File: src/rtl/core_cache_bus_arbiter.sv
// Shares the cache refill/writeback bus between I-cache (master 0) and D-cache (master 1), one burst at a time.
// Optional macro CACHE_BUS_ARB_RR_EN: round-robin tie break; otherwise master 1 wins ties.
module core_cache_bus_arbiter #(
    parameter int LEN_W  = 8,
    parameter int ADDR_W = 32,
    parameter int DATA_W = 32
) (
    input  logic                   clk,
    input  logic                   rst_n,
    input  logic [1:0]             req_valid_i,
    output logic [1:0]             req_ready_o,
    input  logic [1:0][ADDR_W-1:0] req_addr_i,
    input  logic [1:0]             req_we_i,
    input  logic [1:0][LEN_W-1:0]  req_len_i,
    input  logic [1:0]             wdata_valid_i,
    input  logic [1:0][DATA_W-1:0] wdata_i,
    output logic [1:0]             wdata_ready_o,
    output logic [1:0]             rdata_valid_o,
    output logic [DATA_W-1:0]      rdata_o,
    output logic                   rdata_last_o,
    output logic [1:0]             wresp_valid_o,
    output logic                   bus_req_valid_o,
    input  logic                   bus_req_ready_i,
    output logic [ADDR_W-1:0]      bus_addr_o,
    output logic                   bus_we_o,
    output logic [LEN_W-1:0]       bus_len_o,
    output logic                   bus_wdata_valid_o,
    output logic [DATA_W-1:0]      bus_wdata_o,
    output logic                   bus_wdata_last_o,
    input  logic                   bus_wdata_ready_i,
    input  logic                   bus_rdata_valid_i,
    input  logic [DATA_W-1:0]      bus_rdata_i,
    input  logic                   bus_rdata_last_i,
    input  logic                   bus_wresp_valid_i,
    output logic                   busy_o
);
    typedef enum logic [2:0] {S_IDLE, S_ADDR, S_WDATA, S_WRESP, S_RDATA} state_t;

    state_t             r_state, w_state_nxt;
    logic               r_grant;
    logic [ADDR_W-1:0]  r_addr;
    logic               r_we;
    logic [LEN_W-1:0]   r_len;
    logic [LEN_W-1:0]   r_cnt;
    logic               w_sel;
    logic               w_grant_now;
    logic               w_whs;
    logic               w_wlast;

    assign w_grant_now = (r_state == S_IDLE) && (|req_valid_i);

`ifdef CACHE_BUS_ARB_RR_EN
    // r_last holds the master granted most recently; reset value 1 lets master 0 win the first tie
    logic r_last;
    assign w_sel = (req_valid_i == 2'b11) ? ~r_last : req_valid_i[1];

    always_ff @(posedge clk or negedge rst_n) begin
        if (!rst_n)           r_last <= 1'b1;
        else if (w_grant_now) r_last <= w_sel;
    end
`else
    assign w_sel = req_valid_i[1];
`endif

    assign w_wlast = (r_cnt == r_len);
    assign w_whs   = (r_state == S_WDATA) && wdata_valid_i[r_grant] && bus_wdata_ready_i;

    always_ff @(posedge clk or negedge rst_n) begin
        if (!rst_n) begin
            r_state <= S_IDLE;
            r_grant <= 1'b0;
            r_addr  <= '0;
            r_we    <= 1'b0;
            r_len   <= '0;
            r_cnt   <= '0;
        end else begin
            r_state <= w_state_nxt;
            if (w_grant_now) begin
                r_grant <= w_sel;
                r_addr  <= req_addr_i[w_sel];
                r_we    <= req_we_i[w_sel];
                r_len   <= req_len_i[w_sel];
            end
            // clearing on the last beat keeps the counter from ever wrapping at len=2**LEN_W-1
            if (w_whs) r_cnt <= w_wlast ? '0 : r_cnt + 1'b1;
        end
    end

    always_comb begin
        w_state_nxt       = r_state;
        req_ready_o       = 2'b00;
        wdata_ready_o     = 2'b00;
        rdata_valid_o     = 2'b00;
        rdata_o           = '0;
        rdata_last_o      = 1'b0;
        wresp_valid_o     = 2'b00;
        bus_req_valid_o   = 1'b0;
        bus_wdata_valid_o = 1'b0;
        bus_wdata_o       = '0;
        bus_wdata_last_o  = 1'b0;
        case (r_state)
            S_IDLE: begin
                if (|req_valid_i) begin
                    w_state_nxt        = S_ADDR;
                    // gated so the grant pulse cannot leak out while reset is held
                    req_ready_o[w_sel] = rst_n;
                end
            end
            S_ADDR: begin
                bus_req_valid_o = 1'b1;
                if (bus_req_ready_i) w_state_nxt = r_we ? S_WDATA : S_RDATA;
            end
            S_WDATA: begin
                bus_wdata_valid_o      = wdata_valid_i[r_grant];
                bus_wdata_o            = wdata_i[r_grant];
                wdata_ready_o[r_grant] = bus_wdata_ready_i;
                bus_wdata_last_o       = w_wlast;
                if (w_whs && w_wlast) w_state_nxt = S_WRESP;
            end
            S_WRESP: begin
                if (bus_wresp_valid_i) begin
                    wresp_valid_o[r_grant] = 1'b1;
                    w_state_nxt            = S_IDLE;
                end
            end
            S_RDATA: begin
                rdata_valid_o[r_grant] = bus_rdata_valid_i;
                rdata_o                = bus_rdata_i;
                rdata_last_o           = bus_rdata_last_i;
                if (bus_rdata_valid_i && bus_rdata_last_i) w_state_nxt = S_IDLE;
            end
            default: w_state_nxt = S_IDLE;
        endcase
    end

    assign bus_addr_o = r_addr;
    assign bus_we_o   = r_we;
    assign bus_len_o  = r_len;
    assign busy_o     = (r_state != S_IDLE);
endmodule

File: config.mk
export PLATFORM = sky130hd
export DESIGN_NAME = core_cache_bus_arbiter
export DESIGN_NICKNAME = d
export VERILOG_FILES = /design/src/rtl/core_cache_bus_arbiter.sv
export SDC_FILE = /design/constraint.sdc
export NUM_CORES = 1
export LEC_CHECK = 0
export BUFFER_PORTS_ARGS = -buffer_cell sky130_fd_sc_hd__buf_2
export CAP_MARGIN = 25
export CELL_PAD_IN_SITES_DETAIL_PLACEMENT = 1
export CELL_PAD_IN_SITES_GLOBAL_PLACEMENT = 1
export CORE_AREA = 2 2 127 129
export CTS_CLUSTER_DIAMETER = 200
export DETAILED_ROUTE_END_ITERATION = 8
export DIE_AREA = 0 0 129 131
export PLACE_DENSITY = 0.87
export SLEW_MARGIN = 20
export SYNTH_ARGS = -nofsm -noshare
export SYNTH_HDL_FRONTEND = slang
export SYNTH_SLANG_ARGS = --single-unit
File: constraint.sdc
create_clock -name clk -period 1.57 [get_ports clk]
set_input_delay 0.0785 -clock clk [delete_from_list [all_inputs] [get_ports clk]]
set_output_delay 0.0785 -clock clk [all_outputs]
set_load 0.05 [all_outputs]
==> impl_results.md <==
- Setup Crit Path Kind: register to register
- # setup viols final: 122
- Maxcap violations: 0
- Hold crit path type: primary input to register
- Final core occ: 51.2%
- Slack of the critical path: -0.233 ns
- Routability congestion estimate: 0.774
- Largest net degree at the start of global routing: 52
- CTS Sinks: 53
- IO Count: 307
- First-pass GRT wire length: 27700 um
- Outcome: complete, but fails checks
- GRT Resource Usage Total: 21.7%
- Pwr dens: between 2000 and 2500 nW/um2
- Gr ovfl total: 0
- Filler Cells Inserted: 1728
- Layout Area Growth over Synthesis: 127%
- Warnings from Yosys: 0
- Crit end category: register
- Count of final hold-check violations: 0
- Crit start category: register
- FF+latch count, synth: 53
- CP required: 1.79 ns
- Period utilisation layout: 115%
- Sequential cell area: roughly 1300 um2
- Num rows: 46
- Unrepaired setup endpoints after global routing: yes
- Hold depth: 3
- Sequential element share of the synthesized area: 37.7%
- Post-DRT Antenna Nets: 0
- Failing checks: negative setup slack
- Synthesized net count: around 590
- Die Wd: 129 um
- Initial DRC count: 64
- Number of buffers created by CTS: 5
- Vert. Die Dim: 131 um
- Post-DP HPWL: around 12000 um
- Main synth FF type: dfrtp_1
- Fin nets: ~960
- Slew HR: about 57%
- Vias: 4564
- Synth Instances: 401
- Vias per cell: 4.62
- Clock Skew: 0.00467 ns
- Layout cells sized above 1: between 70% and 80%
- Area of the core: 15600 um2
- Sum Neg Setup Slack: -19.94 ns
- Post-Syn Area: 3510 um2
- Worst vdd ir: between 1000 and 1500 uV
- Clock Latency Late Sink: about 0.29 ns
- Critical register-to-register path startpoint: r_state[1]$_DFFE_PN0P_
- CTS H-tree depth: 2
- Worst-path clk slew: 0.07 ns
- LEAKAGE: 3.80 nW
- Vias in the first global route: just under 5000
- Min cycle time layout: 1.80 ns
- Crit path DAT: 2.02 ns
- DRT Pass-1 Iters: 4
- Root Driver: clkbuf_16
- # DRC: 0
- Ys async rst share: 100%
- Avg Inst Size Synth: 8.76 um2
- Peak Freq: roughly 550 MHz
- Slew @ Worst Pin: 0.652 ns
- Synth cell types: 39
- EDFF count, synth: 0
- Routed WL: 20100 um
- CTS tree: done
- Initial antenna violation count: 2
- Max-slew violations: 0
- Hold Startpoint: req_addr_i[16]
- I/O Buffers: 306
- CP startpoint: r_state[1]$_DFFE_PN0P_
- Worst reg2reg path depth: 10
- Multi-input logic area: 2840 um2
- Initial Util: a little under a quarter
- Die area: 16900 um2
- WL/cell: 20.3 um
- Crit path max fanout: 7
- CTS Buffer Depth: 2
-- path summary, 6_finish.rpt --
check                                              to  slack, ns
setup / recovery           bus_addr_o[28]$_DFFE_PN0P_      -0.23
hold / removal             bus_addr_o[16]$_DFFE_PN0P_        0.1
setup reg to reg           bus_addr_o[28]$_DFFE_PN0P_      -0.23
hold reg to reg             bus_addr_o[5]$_DFFE_PN0P_       0.53
max in group asynchronous         r_grant$_DFFE_PN0P_       0.46
min in group asynchronous  bus_addr_o[24]$_DFFE_PN0P_       0.19
-- power by group --
part,leakage [nW],switching (mW),internal [mW],total [mW]
logic,3.16,7.51,5.45,13.0
clock network,0.0768,0.514,0.636,1.15
registers,0.569,0.581,2.00,2.59
total,3.80,8.61,8.09,16.7
-- synth_stat cells (4+ instances only) --
master	count	area [um2]
nor2_1	83	312
o21ai_0	5	25.0
nand3_1	5	25.0
nand2_1	17	63.8
o2111ai_1	4	35.0
buf_2	16	80.1
inv_1	7	26.3
dfrtp_1	53	1330
mux2i_1	74	741
and2_1	36	225
buf_1	4	15.0
a21oi_1	43	215
clkbuf_1	8	30.0
xnor2_1	8	70.1
-- cell type report --
cell class | instances | share of cell area, %
clock buffers | 6 | 1.74
multi-input cells | 310 | 35.5
flip-flops and latches | 53 | 16.8
repair buffers | 392 | 42.1
inverters | 7 | 0.329
well taps | 216 | 3.38
diodes | 1 | 0.0313
clock inverters | 2 | 0.172
-- per-layer routing --
metal	share of wire (%)	track usage [%]	wire length, um
met5	0	0	0
met2	56	43.9	11200
met1	35	22.4	6970
met3	6.8	4.60	1360
met4	2.6	5.63	529
-- what timing repair did --
action / CTS / global route
buffers inserted: 23 / 11
pin swaps: 16 / 22
setup endpoints to repair: 106 / 128
gates cloned: 15 / 3
hold buffers: 1 / 0
resized for setup: 252 / 133
hold endpoints to repair: 2 / 0
-- metrics by stage --
step	hold WS (ns)	cell area (um2)	power (mW)	std cells	setup WS (ns)
detailed placement	-0.0700	5880	11.0	933	-0.0326
CTS	0.0819	7490	15.5	980	-0.244
global placement	-0.0676	5880	10.7	933	-0.00705
finish	0.0964	7990	16.7	987	-0.233
floorplan	-0.217	3880	8.57	401	-0.251
global route	0.106	7990	17.5	987	-0.313
-- state kept, by name (all words and copies together), names as in the netlist --
name and count:
bus_addr_o 32, bus_len_o 8, r_cnt 8, r_grant 1, bus_we_o 1, r_state 3
-- cell families (layout without fill, tap and decap cells) --
kind of cell | count (synthesis) | count (layout) | synth area share, %
XOR/XNOR | 8 | 8 | 1.99
AO/OA/AOI/OAI | 63 | 63 | 10.5
adder cells (fa/ha/maj) | 1 | 1 | 0.356
buffers and inverters | 38 | 407 | 5.27
multiplexers | 74 | 74 | 21.1
other | 0 | 1 | 0
flip-flops | 53 | 53 | 37.7
AND/OR/NAND/NOR | 164 | 164 | 23.0
-- worst max-delay path: stages, from the launching register on --
cell	delay, ns
dfrtp_1	0.43
buf_6	0.15
buf_6	0.13
nor3_4	0.12
nor2b_4	0.19
buf_6	0.13
buf_12	0.10
buf_12	0.14
clkbuf_16	0.19
nor2_2	0.05
a21oi_2	0.10
-- layout by cell type, fill, tap and decap left out, types with 2 or more instances in the layout --
cell type	synthesis	routed
buf_2	16	229
mux2i_1	74	73
nor2_4	0	54
buf_8	0	46
buf_6	3	45
dfrtp_1	53	42
buf_4	0	42
a21oi_2	0	37
nor2_1	83	24
and2_4	0	23
buf_12	0	14
nand2_1	17	13
dfrtp_2	0	11
buf_16	0	10
and2_2	0	9
xnor2_1	8	8
clkbuf_16	0	8
inv_1	7	6
nor2_2	0	5
and2_1	36	4
a21oi_4	0	4
nand3_1	5	4
nor3_4	0	3
nand4_1	3	3
nand3b_1	3	3
o21ai_1	0	3
or2b_4	0	2
nand2_4	0	2
nand2_2	0	2
o41ai_2	1	2
and4_1	2	2
o211ai_1	2	2
o2111ai_1	4	2
a21oi_1	43	2
o22ai_1	2	2
bufbuf_16	0	2
Note: power is estimated with default switching activity, not from simulation.
